## src/rtl/key_edit_cont_if.sv

```systemverilog
// Front-panel bus for key_edit_cont: keys and live values in,
// edit state, shadow registers and commit strobes out.
interface key_edit_cont_if #(
  parameter int NUM_ALARMS = 4
);
  logic [4:0]              KEY;
  logic [17:0]             IN_TIME;
  logic [15:0]             IN_DATE;
  logic [17*NUM_ALARMS-1:0] IN_ALARM;
  logic [1:0]              MODE;
  logic [2:0]              FIELD;
  logic [2:0]              ALARM_SEL;
  logic [17:0]             EDIT_TIME;
  logic [15:0]             EDIT_DATE;
  logic [16:0]             EDIT_ALARM;
  logic                    LOAD_TIME;
  logic                    LOAD_ALARM;
  logic [NUM_ALARMS-1:0]   ALARM_EN;
  logic                    H12;

  modport master (
    output KEY, IN_TIME, IN_DATE, IN_ALARM,
    input  MODE, FIELD, ALARM_SEL,
    input  EDIT_TIME, EDIT_DATE, EDIT_ALARM,
    input  LOAD_TIME, LOAD_ALARM,
    input  ALARM_EN, H12
  );

  modport slave (
    input  KEY, IN_TIME, IN_DATE, IN_ALARM,
    output MODE, FIELD, ALARM_SEL,
    output EDIT_TIME, EDIT_DATE, EDIT_ALARM,
    output LOAD_TIME, LOAD_ALARM,
    output ALARM_EN, H12
  );
endinterface

```

## src/rtl/key_edit_cont.sv

```systemverilog
// Alarm-clock front panel: key debounce/auto-repeat plus the
// view/edit state machine over time, date and alarm shadows.
module key_edit_cont #(
  parameter int NUM_ALARMS   = 4,
  parameter int DEB_CYCLES   = 150,
  parameter int REPEAT_DELAY = 1000,
  parameter int REPEAT_RATE  = 100,
  parameter int TIMEOUT      = 60000
) (
  input  logic           CLK,
  input  logic           RESETN,
  key_edit_cont_if.slave bus
);

  localparam int LIM = DEB_CYCLES + REPEAT_DELAY;
  localparam int HW  = $clog2(LIM + 2);
  localparam int RW  =
    (REPEAT_RATE > 1) ? $clog2(REPEAT_RATE) : 1;
  localparam int IW  = $clog2(TIMEOUT + 1);

  localparam logic [HW-1:0] H_DEB  = HW'(DEB_CYCLES);
  localparam logic [HW-1:0] H_LIM  = HW'(LIM);
  localparam logic [HW-1:0] H_MAX  = HW'(LIM + 1);
  localparam logic [RW-1:0] R_LAST = RW'(REPEAT_RATE - 1);
  localparam logic [IW-1:0] I_TO   = IW'(TIMEOUT);
  localparam logic [2:0]    S_LAST = 3'(NUM_ALARMS - 1);

  localparam int KM = 4;
  localparam int KS = 3;
  localparam int KC = 2;
  localparam int KU = 1;
  localparam int KD = 0;

  typedef enum logic [1:0] {
    M_VT = 2'd0,
    M_VA = 2'd1,
    M_ET = 2'd2,
    M_EA = 2'd3
  } mode_e;

  logic [4:0]            key_q, key_d;
  logic [HW-1:0]         hold_q, hold_d;
  logic [RW-1:0]         rate_q, rate_d;
  logic [4:0]            evt_q, evt_d;
  logic [IW-1:0]         idle_q, idle_d;
  mode_e                 mode_q, mode_d;
  logic [2:0]            field_q, field_d;
  logic [2:0]            sel_q, sel_d;
  logic [17:0]           et_q, et_d;
  logic [15:0]           ed_q, ed_d;
  logic [16:0]           ea_q, ea_d;
  logic                  lt_q, lt_d;
  logic                  la_q, la_d;
  logic [NUM_ALARMS-1:0] en_q, en_d;
  logic                  h12_q, h12_d;

  logic onehot, rep, fire;

  // hold_q counts samples of the current key, saturating
  // just past the repeat threshold; rate_q paces repeats.
  always_comb begin
    key_d  = bus.KEY;
    onehot = (key_q != '0) &&
             ((key_q & (key_q - 5'd1)) == '0);
    rep    = key_q[KU] | key_q[KD];
    if (bus.KEY != key_q)
      hold_d = HW'(1);
    else if (hold_q == H_MAX)
      hold_d = hold_q;
    else
      hold_d = hold_q + HW'(1);
    rate_d = '0;
    if (hold_q >= H_LIM)
      rate_d = (rate_q == R_LAST) ? '0 : rate_q + RW'(1);
    fire = onehot &&
           ((hold_q == H_DEB) ||
            (rep && hold_q >= H_LIM && rate_q == '0));
    evt_d = fire ? key_q : '0;
  end

  logic [17:0] src;
  logic [17:0] tnew;
  logic [15:0] dnew;
  logic [6:0]  fv, lo, hi, nv;

  always_comb begin
    src  = (mode_q == M_EA) ? {1'b0, ea_q} : et_q;
    fv   = '0;
    lo   = '0;
    hi   = '0;
    case (field_q)
      3'd0: begin fv = {2'b0, src[16:12]}; hi = 7'd23; end
      3'd1: begin fv = {1'b0, src[11:6]};  hi = 7'd59; end
      3'd2: begin fv = {1'b0, src[5:0]};   hi = 7'd59; end
      3'd3: begin fv = ed_q[15:9];         hi = 7'd99; end
      3'd4: begin
        fv = {3'b0, ed_q[8:5]};
        lo = 7'd1;
        hi = 7'd12;
      end
      3'd5: begin
        fv = {2'b0, ed_q[4:0]};
        lo = 7'd1;
        hi = 7'd31;
      end
      default: ;
    endcase
    if (evt_q[KU])
      nv = (fv >= hi) ? lo : fv + 7'd1;
    else
      nv = (fv <= lo) ? hi : fv - 7'd1;
    tnew = src;
    dnew = ed_q;
    case (field_q)
      3'd0: tnew[16:12] = nv[4:0];
      3'd1: tnew[11:6]  = nv[5:0];
      3'd2: tnew[5:0]   = nv[5:0];
      3'd3: dnew[15:9]  = nv;
      3'd4: dnew[8:5]   = nv[3:0];
      3'd5: dnew[4:0]   = nv[4:0];
      default: ;
    endcase
  end

  logic                  edit;
  logic [NUM_ALARMS-1:0] sel_mask;
  logic [16:0]           slot;

  always_comb begin
    mode_d   = mode_q;
    field_d  = field_q;
    sel_d    = sel_q;
    et_d     = et_q;
    ed_d     = ed_q;
    ea_d     = ea_q;
    en_d     = en_q;
    h12_d    = h12_q;
    lt_d     = 1'b0;
    la_d     = 1'b0;
    edit     = (mode_q == M_ET) || (mode_q == M_EA);
    sel_mask = NUM_ALARMS'(1) << sel_q;
    slot     = 17'(bus.IN_ALARM >> (17 * sel_q));
    if (!edit || evt_q != '0)
      idle_d = '0;
    else if (idle_q == I_TO)
      idle_d = idle_q;
    else
      idle_d = idle_q + IW'(1);

    if (evt_q != '0) begin
      unique case (mode_q)
        M_VT: begin
          unique case (1'b1)
            evt_q[KM]: begin
              mode_d = M_VA;
              sel_d  = '0;
            end
            evt_q[KS]: begin
              et_d    = bus.IN_TIME;
              ed_d    = bus.IN_DATE;
              field_d = '0;
              mode_d  = M_ET;
            end
            evt_q[KC]: h12_d = ~h12_q;
            default: ;
          endcase
        end
        M_VA: begin
          unique case (1'b1)
            evt_q[KM]: begin
              if (sel_q == S_LAST) begin
                mode_d = M_VT;
                sel_d  = '0;
              end else begin
                sel_d = sel_q + 3'd1;
              end
            end
            evt_q[KS]: begin
              ea_d    = slot;
              field_d = '0;
              mode_d  = M_EA;
            end
            evt_q[KC]: en_d = en_q ^ sel_mask;
            default: ;
          endcase
        end
        M_ET: begin
          unique case (1'b1)
            evt_q[KM]:
              field_d = (field_q == 3'd5) ? '0 : field_q + 3'd1;
            evt_q[KS]: begin
              lt_d   = 1'b1;
              mode_d = M_VT;
            end
            evt_q[KC]: mode_d = M_VT;
            default: begin
              et_d = tnew;
              ed_d = dnew;
            end
          endcase
        end
        M_EA: begin
          unique case (1'b1)
            evt_q[KM]:
              field_d = (field_q == 3'd2) ? '0 : field_q + 3'd1;
            evt_q[KS]: begin
              la_d   = 1'b1;
              en_d   = en_q | sel_mask;
              mode_d = M_VA;
            end
            evt_q[KC]: mode_d = M_VA;
            default: ea_d = tnew[16:0];
          endcase
        end
      endcase
    end else if (edit && idle_q == I_TO) begin
      mode_d = (mode_q == M_ET) ? M_VT : M_VA;
    end
  end

  always_ff @(posedge CLK) begin
    if (!RESETN) begin
      key_q   <= '0;
      hold_q  <= '0;
      rate_q  <= '0;
      evt_q   <= '0;
      idle_q  <= '0;
      mode_q  <= M_VT;
      field_q <= '0;
      sel_q   <= '0;
      et_q    <= '0;
      ed_q    <= '0;
      ea_q    <= '0;
      lt_q    <= 1'b0;
      la_q    <= 1'b0;
      en_q    <= '0;
      h12_q   <= 1'b0;
    end else begin
      key_q   <= key_d;
      hold_q  <= hold_d;
      rate_q  <= rate_d;
      evt_q   <= evt_d;
      idle_q  <= idle_d;
      mode_q  <= mode_d;
      field_q <= field_d;
      sel_q   <= sel_d;
      et_q    <= et_d;
      ed_q    <= ed_d;
      ea_q    <= ea_d;
      lt_q    <= lt_d;
      la_q    <= la_d;
      en_q    <= en_d;
      h12_q   <= h12_d;
    end
  end

  assign bus.MODE       = mode_q;
  assign bus.FIELD      = field_q;
  assign bus.ALARM_SEL  = sel_q;
  assign bus.EDIT_TIME  = et_q;
  assign bus.EDIT_DATE  = ed_q;
  assign bus.EDIT_ALARM = ea_q;
  assign bus.LOAD_TIME  = lt_q;
  assign bus.LOAD_ALARM = la_q;
  assign bus.ALARM_EN   = en_q;
  assign bus.H12        = h12_q;

endmodule

```

## src/flat_wrapper.sv

```systemverilog
// flat-port wrapper written by rule: the top's interface ports become plain ports
module key_edit_cont_flat 
#(
  parameter int NUM_ALARMS   = 4,
  parameter int DEB_CYCLES   = 150,
  parameter int REPEAT_DELAY = 1000,
  parameter int REPEAT_RATE  = 100,
  parameter int TIMEOUT      = 60000
)
  (CLK, RESETN, bus_KEY, bus_IN_TIME, bus_IN_DATE, bus_IN_ALARM, bus_MODE, bus_FIELD, bus_ALARM_SEL, bus_EDIT_TIME, bus_EDIT_DATE, bus_EDIT_ALARM, bus_LOAD_TIME, bus_LOAD_ALARM, bus_ALARM_EN, bus_H12);
  key_edit_cont_if #(.NUM_ALARMS(NUM_ALARMS)) bus_i ();
  input  logic CLK;
  input  logic RESETN;
  input wire logic [$bits(bus_i.KEY)-1:0] bus_KEY;
  input wire logic [$bits(bus_i.IN_TIME)-1:0] bus_IN_TIME;
  input wire logic [$bits(bus_i.IN_DATE)-1:0] bus_IN_DATE;
  input wire logic [$bits(bus_i.IN_ALARM)-1:0] bus_IN_ALARM;
  output wire logic [$bits(bus_i.MODE)-1:0] bus_MODE;
  output wire logic [$bits(bus_i.FIELD)-1:0] bus_FIELD;
  output wire logic [$bits(bus_i.ALARM_SEL)-1:0] bus_ALARM_SEL;
  output wire logic [$bits(bus_i.EDIT_TIME)-1:0] bus_EDIT_TIME;
  output wire logic [$bits(bus_i.EDIT_DATE)-1:0] bus_EDIT_DATE;
  output wire logic [$bits(bus_i.EDIT_ALARM)-1:0] bus_EDIT_ALARM;
  output wire logic [$bits(bus_i.LOAD_TIME)-1:0] bus_LOAD_TIME;
  output wire logic [$bits(bus_i.LOAD_ALARM)-1:0] bus_LOAD_ALARM;
  output wire logic [$bits(bus_i.ALARM_EN)-1:0] bus_ALARM_EN;
  output wire logic [$bits(bus_i.H12)-1:0] bus_H12;
  assign bus_i.KEY = bus_KEY;
  assign bus_i.IN_TIME = bus_IN_TIME;
  assign bus_i.IN_DATE = bus_IN_DATE;
  assign bus_i.IN_ALARM = bus_IN_ALARM;
  assign bus_MODE = bus_i.MODE;
  assign bus_FIELD = bus_i.FIELD;
  assign bus_ALARM_SEL = bus_i.ALARM_SEL;
  assign bus_EDIT_TIME = bus_i.EDIT_TIME;
  assign bus_EDIT_DATE = bus_i.EDIT_DATE;
  assign bus_EDIT_ALARM = bus_i.EDIT_ALARM;
  assign bus_LOAD_TIME = bus_i.LOAD_TIME;
  assign bus_LOAD_ALARM = bus_i.LOAD_ALARM;
  assign bus_ALARM_EN = bus_i.ALARM_EN;
  assign bus_H12 = bus_i.H12;
  key_edit_cont #(.NUM_ALARMS(NUM_ALARMS), .DEB_CYCLES(DEB_CYCLES), .REPEAT_DELAY(REPEAT_DELAY), .REPEAT_RATE(REPEAT_RATE), .TIMEOUT(TIMEOUT)) u_core (.CLK(CLK), .RESETN(RESETN), .bus(bus_i));
endmodule
```

## config.mk

```make
export PLATFORM = sky130hd
export DESIGN_NAME = key_edit_cont_flat
export DESIGN_NICKNAME = d
export VERILOG_FILES = /design/src/rtl/key_edit_cont_if.sv /design/src/rtl/key_edit_cont.sv /design/src/flat_wrapper.sv
export SDC_FILE = /design/constraint.sdc
export NUM_CORES = 1
export LEC_CHECK = 0
export ABC_AREA = 1
export CAP_MARGIN = 25
export CORE_MARGIN = 2
export CORE_UTILIZATION = 49
export DETAILED_ROUTE_END_ITERATION = 10
export PLACE_DENSITY = 0.82
export SYNTH_ARGS = -nofsm -noshare
export SYNTH_HDL_FRONTEND = slang
export SYNTH_SLANG_ARGS = --single-unit
```

## constraint.sdc

```tcl
create_clock -name CLK -period 4.88 [get_ports CLK]
set_clock_uncertainty 0.15 [all_clocks]
set_input_delay 0.732 -clock CLK [delete_from_list [all_inputs] [get_ports CLK]]
set_output_delay 0.732 -clock CLK [all_outputs]
set_load 0.01 [all_outputs]
```

==> results of run 1 <==
## per-stage QoR
step           worst slack [ps]  hold WS, ps  power [W]  cell area (µm²)  utilization, %
3_3_place_gp               1260          299    0.00105             8830            63.4
5_1_grt                     629          344    0.00182             9130            65.5
3_5_place_dp               1100          299    0.00105             8830            63.4
6_report                    963          312    0.00176             9130            65.5
4_1_cts                    1060          313    0.00177             9130            65.5
2_1_floorplan              1710          291   0.000953             7000               -
## registers in the layout, indices dropped and copies added (netlist names)
name                   count
u_core.hold_q             11
u_core.bus.LOAD_TIME       1
u_core.bus.ALARM_SEL       3
u_core.bus.LOAD_ALARM      1
u_core.evt_q               5
u_core.idle_q             16
u_core.rate_q              7
u_core.bus.ALARM_EN        4
u_core.bus.EDIT_TIME      18
u_core.key_q               5
u_core.bus.EDIT_ALARM     17
u_core.bus.H12             1
u_core.bus.FIELD           3
u_core.bus.MODE            2
u_core.bus.EDIT_DATE      16
## worst paths after layout
path / start / end / slack, ps / depth (start not counted)
max: u_core.bus.MODE[1] / u_core.bus.EDIT_TIME[16] / 960 / 23
min: u_core.bus.ALARM_SEL[2] / u_core.bus.ALARM_SEL[2] / 310 / 2
min reg2reg: u_core.bus.ALARM_SEL[2] / u_core.bus.ALARM_SEL[2] / 310 / 2
max reg2reg: u_core.bus.MODE[1] / u_core.bus.EDIT_TIME[16] / 960 / 23
## layout make-up
class	instances	area, µm²	area share, %
Sequential cell	110	2200	24.1
Inverter	94	355	3.89
Clock inverter	7	71.3	0.781
Tap cell	180	225	2.47
Multi-Input combinational cell	850	4230	46.4
Timing Repair Buffer	184	1820	19.9
Clock buffer	9	225	2.47
## power by group
| part | total, W | switching (W) | internal, W |
|---|---|---|---|
| Clock | 0.000730 | 0.000372 | 0.000358 |
| Combinational | 0.000129 | 0.0000402 | 0.0000884 |
| Sequential | 0.000902 | 0.00000296 | 0.000899 |
## cells in the final DEF, fill, tap and decap left out, types with 3 or more instances in the layout
master                            synthesis  final
sky130_fd_sc_hd__xnor2_1                  4      4
sky130_fd_sc_hd__nor2_1                 142    141
sky130_fd_sc_hd__nor2_2                   5      6
sky130_fd_sc_hd__nand2_2                 11     11
sky130_fd_sc_hd__xor2_1                  11     11
sky130_fd_sc_hd__nor3_1                  18     18
sky130_fd_sc_hd__a21oi_1                 80     80
sky130_fd_sc_hd__nand2_1                290    290
sky130_fd_sc_hd__clkdlybuf4s50_1          0    174
sky130_fd_sc_hd__nand4_1                 14     14
sky130_fd_sc_hd__buf_4                    4     10
sky130_fd_sc_hd__dfxtp_1                110    110
sky130_fd_sc_hd__o21ai_1                  4      4
sky130_fd_sc_hd__nand3_1                 60     60
sky130_fd_sc_hd__o21a_1                   4      4
sky130_fd_sc_hd__ha_1                    24     24
sky130_fd_sc_hd__nor3b_1                  3      3
sky130_fd_sc_hd__o21ai_0                 88     88
sky130_fd_sc_hd__inv_2                    9      9
sky130_fd_sc_hd__clkbuf_16                0      9
sky130_fd_sc_hd__nor4_1                   5      5
sky130_fd_sc_hd__o22ai_1                 18     18
sky130_fd_sc_hd__inv_1                   82     82
sky130_fd_sc_hd__o21bai_1                 3      3
sky130_fd_sc_hd__or2_2                    3      3
sky130_fd_sc_hd__nand2_4                  3      3
sky130_fd_sc_hd__a211oi_1                14     14
sky130_fd_sc_hd__a31oi_1                 28     28
## cell families after synthesis
logic type | count (synthesis) | share of synthesized area, %
xor+xnor | 15 | 1.88
buf+inv | 141 | 8.10
compound gates | 250 | 20.0
simple gates | 561 | 34.3
fa+ha+maj | 24 | 4.29
flops | 110 | 31.5
## critical path: stages, from the launching register on
cell and delay (ps):
sky130_fd_sc_hd__dfxtp_1 650, sky130_fd_sc_hd__nand2_2 180, sky130_fd_sc_hd__inv_2 400, sky130_fd_sc_hd__nand2_1 100, sky130_fd_sc_hd__nand2_1 90, sky130_fd_sc_hd__nand2_1 50
sky130_fd_sc_hd__nand2_1 70, sky130_fd_sc_hd__nor2_1 40, sky130_fd_sc_hd__nand2_1 70, sky130_fd_sc_hd__nand2_1 190, sky130_fd_sc_hd__ha_1 350, sky130_fd_sc_hd__o21ai_0 250
sky130_fd_sc_hd__nand2_1 100, sky130_fd_sc_hd__nand2_1 100, sky130_fd_sc_hd__nand2_2 50, sky130_fd_sc_hd__nand2_1 60, sky130_fd_sc_hd__nand2_1 80, sky130_fd_sc_hd__nand2_2 80
sky130_fd_sc_hd__nand2_2 90, sky130_fd_sc_hd__o21ai_2 290, sky130_fd_sc_hd__nand2_1 110, sky130_fd_sc_hd__nand3_1 100, sky130_fd_sc_hd__nand2_1 60, sky130_fd_sc_hd__a21oi_1 110
## metal layers
metal	vias to the layer above	part of all wire, %	track usage [%]
li1	3965	-	-
met1	3604	41	36.7
met2	344	48	49.6
met3	43	8.1	5.40
met4	0	2.6	9.38
met5	-	0	0
==> results.ini, run 1 <==
[sta]
timing.final.crit_period_ps=3920
final-hold-violation-count=0
fin_crit_sh_pct=80.3
setup_violations=0
relSlewSlack_pct=35.6
timing_max_transition_violations_final=0
worst_pin_slew_ps=965
fmaxAchievable_mhz=255
fin_setup_tns_ps=0
grt_setup_unrepaired=false

[power]
leakage_nw=3.68
max-vdd-ir-drop_v=0.000314
power_per_cell_area_nw_per_um2=193

[place]
gp_congestion=0.942
place_hpwl_mm=17.2
portBuffers=174
placedCellCount=1418

[logic_synthesis]
synth_seq_area_share_pct=31.5
synth-edff-count=0
ys_types=45
syn-instance-count=1101
postSynthAreaPerCell_um2=6.35
yosys-top-cells-count=sky130_fd_sc_hd__nand2_1 (290), sky130_fd_sc_hd__nor2_1 (142), sky130_fd_sc_hd__dfxtp_1 (110)
predominant_post_synthesis_flop_cell=sky130_fd_sc_hd__dfxtp_1
main_area_contributors_after_synthesis=sky130_fd_sc_hd__dfxtp_1 (31%), sky130_fd_sc_hd__nand2_1 (16%), sky130_fd_sc_hd__nor2_1 (7.6%), sky130_fd_sc_hd__o21ai_0 (6.3%), sky130_fd_sc_hd__a21oi_1 (5.7%)
yosys_register_bits=110
synthMostInstantiatedCell=sky130_fd_sc_hd__nand2_1
synth_top_cell_area_share_pct=31.5
mappedNetlistArea_um2=7000
yosysWarnings=0
mapped_nets=1234
async_reset_ff_share_pct=0
synthDominantAreaCellType=sky130_fd_sc_hd__dfxtp_1

[global_routing]
antenna_violations_before_repair=0
grt_util_all_layers_pct=29.0
global_route_wire_length_before_repair_mm=34.8
first_global_vias=7116
grt_max_degree=43
globalRoute.totalOverflow=0

[clock_network]
h-tree-depth=3
post_cts_resized=0
worstSkewPairLatency_ps=360
number_of_sinks_on_the_clock_net=110
cts_root_buf=sky130_fd_sc_hd__clkbuf_16
post_cts_hold_buffer_count=0
cts_made_buffers=9
cts_tree=yes
post_cts.repair.setup_buffers=0
ctsLongestPathBuffers=2
clk_pin_slew_ps=80

[floorplanning]
fp.dieW_um=123
die_area_um2=15300
floorplan.die.height_um=123
boundaryPins=175
floorplan.rows=43
floorplan.initialDensity_pct=50.2
core_region_area_um2=13900

[critical_path]
worst-endpoint-arrival_ps=4060
crit_path_max_fanout=28
timing.setup.critical_path_class=flip-flop to flip-flop
critPathCaptureType=flip-flop
timing.critical_path.from_type=flip-flop
worst_ep_required_time_ps=5020

[route]
remaining_drc_errors=0
drt_first_pass_iters=6
routed_wire_length_per_instance_um=15.8
drtIter0Drc=788
viasPerCell=5.55
ant_nets=0
vias=7956
drt_wl_total_mm=22.7

[final_layout]
post_layout_nonfiller_instances=1434
fillers=1287
post_route_cells_drive_above_1_share_pct=5.34
nets=1382
antennaDiodeCount=0
area_delta_synth_final_pct=30.4

[flow_run]
max-cap-violations=0

[outcome]
status=finished clean

[hold_path]
hold_path_class=flip-flop to flip-flop

Note: power is estimated with default switching activity, not from simulation.
==> run 2: changes to the inputs <==
--- a/config.mk
+++ b/config.mk
@@ -8,9 +8,9 @@
 export ABC_AREA = 1
 export CAP_MARGIN = 25
 export CORE_MARGIN = 2
-export CORE_UTILIZATION = 49
+export CORE_UTILIZATION = 45
 export DETAILED_ROUTE_END_ITERATION = 10
-export PLACE_DENSITY = 0.82
+export PLACE_DENSITY = 0.79
 export SYNTH_ARGS = -nofsm -noshare
 export SYNTH_HDL_FRONTEND = slang
 export SYNTH_SLANG_ARGS = --single-unit
==> constraint.sdc (replaced) <==
create_clock -name CLK -period 3.5 [get_ports CLK]
set_clock_uncertainty 0.15 [all_clocks]
set_input_delay 0.525 -clock CLK [delete_from_list [all_inputs] [get_ports CLK]]
set_output_delay 0.525 -clock CLK [all_outputs]
set_load 0.01 [all_outputs]
==> run 2 against run 1 <==
Against the previous run: setup slack got worse by 750 ps; non-clock buffer count up 17; sequential power up 40%; routed wire length increased by 0.35%; clock power increased by 37%; sequential share of layout area shrank 0.39 points; first-iteration DRC count shrank 5.2%; combinational power grew 39%; worst hold slack got worse by 1.7 ps; critical path depth increased by 1; final cell count up 1.7%; global-route usage fell by 2.1 points.
==> results.ini, run 2 (synthesized netlist as in run 1, its figures left out) <==
[outcome]
status=finished clean

[final_layout]
antennaDiodeCount=0  ; unchanged
post_layout_nonfiller_instances=1459  ; +1.7%
nets=1399  ; +1.2%
final_common_cell=sky130_fd_sc_hd__nand2_1
area_delta_synth_final_pct=32.8
post_route_cells_drive_above_1_share_pct=7.24  ; +1.9 points
layout_common_cells=sky130_fd_sc_hd__nand2_1 (290), sky130_fd_sc_hd__clkdlybuf4s50_1 (174), sky130_fd_sc_hd__nor2_1 (140), sky130_fd_sc_hd__dfxtp_1 (107), sky130_fd_sc_hd__o21ai_0 (87)
largest_reg_flops=18  ; unchanged
final_core_utilization_pct=61.1  ; -4.4 points

[route]
drt_wl_total_mm=22.8  ; +0.35%
ant_nets=0  ; unchanged
drtIter0Drc=747  ; -5.2%
remaining_drc_errors=0  ; unchanged
topRoutingLayerUsed=met4
met2RoutedLength_mm=10.8  ; -1.2%
drt_first_pass_iters=6  ; unchanged
vias=8003  ; +0.59%
met1_length_mm=9.69  ; +3.5%
routed_wire_length_per_instance_um=15.6  ; -1.4%
viasPerCell=5.49  ; -1.1%
route.met3.wl_mm=1.70  ; -7.0%

[sta]
relSlewSlack_pct=32.2  ; -3.4 points
timing_max_transition_violations_final=0  ; unchanged
setup_violations=0  ; unchanged
final-hold-violation-count=0  ; unchanged
fmaxAchievable_mhz=304  ; +19%
fin_crit_sh_pct=94.0  ; +14 points
worst_pin_slew_ps=1020  ; +51.5 ps
fin_setup_tns_ps=0  ; unchanged
timing.final.crit_period_ps=3290  ; -627 ps

[critical_path]
worst-endpoint-arrival_ps=3420  ; -640 ps
r2r-start=u_core.bus.FIELD[1]
worst_setup_path_endpoint=u_core.bus.EDIT_TIME[15]
critPathMaxStageDelay_ps=370  ; -280 ps
crit_path_top_delay_cell=sky130_fd_sc_hd__dfxtp_2
setup.worst_path.start=u_core.bus.FIELD[1]
worstReg2RegEnd=u_core.bus.EDIT_TIME[15]
timing.setup.critical_path_class=flip-flop to flip-flop
critPathCaptureType=flip-flop
reg2reg_setup_slack_ps=210  ; -750 ps
worst_r2r_path_depth=24  ; +4.3%
crit_path_max_fanout=7  ; -75%
crit_path_frequent_cell=sky130_fd_sc_hd__nand2_1
timing.critical_path.from_type=flip-flop
worst_ep_required_time_ps=3630  ; -1390 ps
path_cells=inv_2, nand2_1, nor2_4, nand2_1, nand3_1, nor2_1, nand2_1, nand2_1, ha_1, o21ai_0, nand2_1, nand2_1, nand2_2, nand2_1, nand2_1, nand2_2, nand2_2, nor2_4, nand2_1, nand2_2, nand2_1, nand3_1, nand2_1, a21oi_1

[global_routing]
grt_max_degree=41  ; -4.7%
grt_util_all_layers_pct=26.9  ; -2.1 points
first_global_vias=7284  ; +2.4%
globalRoute.totalOverflow=0  ; unchanged
antenna_violations_before_repair=0  ; unchanged
global_route_wire_length_before_repair_mm=36.0  ; +3.5%

[clock_network]
clk_pin_slew_ps=80  ; about the same
cts_root_buf=sky130_fd_sc_hd__clkbuf_16
cts_tree=yes
ctsLongestPathBuffers=2  ; unchanged
post_cts_hold_buffer_count=0  ; unchanged
cts_made_buffers=9  ; unchanged
h-tree-depth=3  ; unchanged
number_of_sinks_on_the_clock_net=110  ; unchanged
worstSkewPairLatency_ps=360  ; about the same

[floorplanning]
die_area_um2=16600  ; +8.6%
floorplan.rows=45  ; +4.7%
boundaryPins=175  ; unchanged
floorplan.initialDensity_pct=46.0  ; -4.2 points
fp.dieW_um=129  ; +4.2%
core_region_area_um2=15200  ; +9.1%
floorplan.die.height_um=129  ; +4.2%

[place]
gp_congestion=0.947  ; +0.53%
place_hpwl_mm=17.3  ; +0.30%
portBuffers=174  ; unchanged
placedCellCount=1441  ; +1.6%

[power]
p_switching_w=0.000548  ; +32%
power_per_cell_area_nw_per_um2=262  ; +36%
max-vdd-ir-drop_v=0.000357  ; +14%
proportion_of_power_drawn_by_flip_flops_and_latches_pct=51.6  ; +0.4 points
leakage_nw=3.79  ; +2.8%
combinationalPowerShare_pct=7.3  ; about the same
cellInternalPower_w=0.00189  ; +40%
design_power_total_w=0.00244  ; +38%
clock_power_share_pct=41.0  ; -0.5 points
swShare_pct=22.5  ; -1.1 points

[flow_run]
max-cap-violations=0  ; unchanged

[hold_path]
hold_path_class=flip-flop to flip-flop

-- run 2: area by class of cell --
| class | count | area [µm²] |
|---|---|---|
| Multi-Input combinational cell | 850 | 4260 |
| Sequential cell | 110 | 2210 |
| Fill cell | 1458 | 5910 |
| Inverter | 94 | 360 |
| Clock buffer | 11 | 243 |
| Timing Repair Buffer | 201 | 1940 |
| Clock inverter | 5 | 41.3 |
| Tap cell | 188 | 235 |
-- run 2: worst min-delay path by stage --
stage	startpoint	slack, ps	to	depth (start not counted)
finish	u_core.bus.ALARM_SEL[2]	310	u_core.bus.ALARM_SEL[2]	2
floorplan	u_core.rate_q[0]	290	u_core.rate_q[0]	1
global route	u_core.bus.ALARM_SEL[2]	340	u_core.bus.ALARM_SEL[2]	2
global placement	u_core.bus.ALARM_SEL[2]	300	u_core.bus.ALARM_SEL[2]	2
detailed placement	u_core.bus.ALARM_SEL[2]	300	u_core.bus.ALARM_SEL[2]	2
CTS	u_core.bus.ALARM_SEL[2]	310	u_core.bus.ALARM_SEL[2]	2
-- run 2: power by group through the flow --
stage / clock, W / sequential [W] / combinational, W
2_1_floorplan: 0 / 0.00129 / 0.0000420
5_1_grt: 0.00106 / 0.00126 / 0.000192
3_5_place_dp: 0 / 0.00129 / 0.000177
3_3_place_gp: 0 / 0.00129 / 0.000176
6_report: 0.00100 / 0.00126 / 0.000179
4_1_cts: 0.00102 / 0.00126 / 0.000178
-- run 2: timing repair --
item,4_1_cts,5_1_grt
endpoints found under the setup margin,0,49
buffers inserted,0,2
gates resized for setup,0,16
-- run 2: per-stage QoR --
stage,setup WS (ps),instance area [µm²],hold WS [ps]
floorplan,327,7000,291
global placement,213,8950,295
detailed placement,162,8950,301
CTS,129,9240,314
global route,-34.6,9290,335
finish,211,9290,311
-- run 2: worst max-delay path: cells and delay by family, from the launching register on --
kind	cells	cell delay, ps
DFF	1	370
buffers and inverters	1	120
adders and majority gates	1	300
and+or+nand+nor	20	1950
AOI/OAI and AO/OA	2	330
-- run 2: routing by layer --
| metal | track usage [%] | vias up |
|---|---|---|
| met2 | 43.9 | 324 |
| met1 | 35.2 | 3639 |
| met3 | 6.11 | 45 |
| li1 | - | 3995 |
| met5 | 0 | - |
| met4 | 9.27 | 0 |
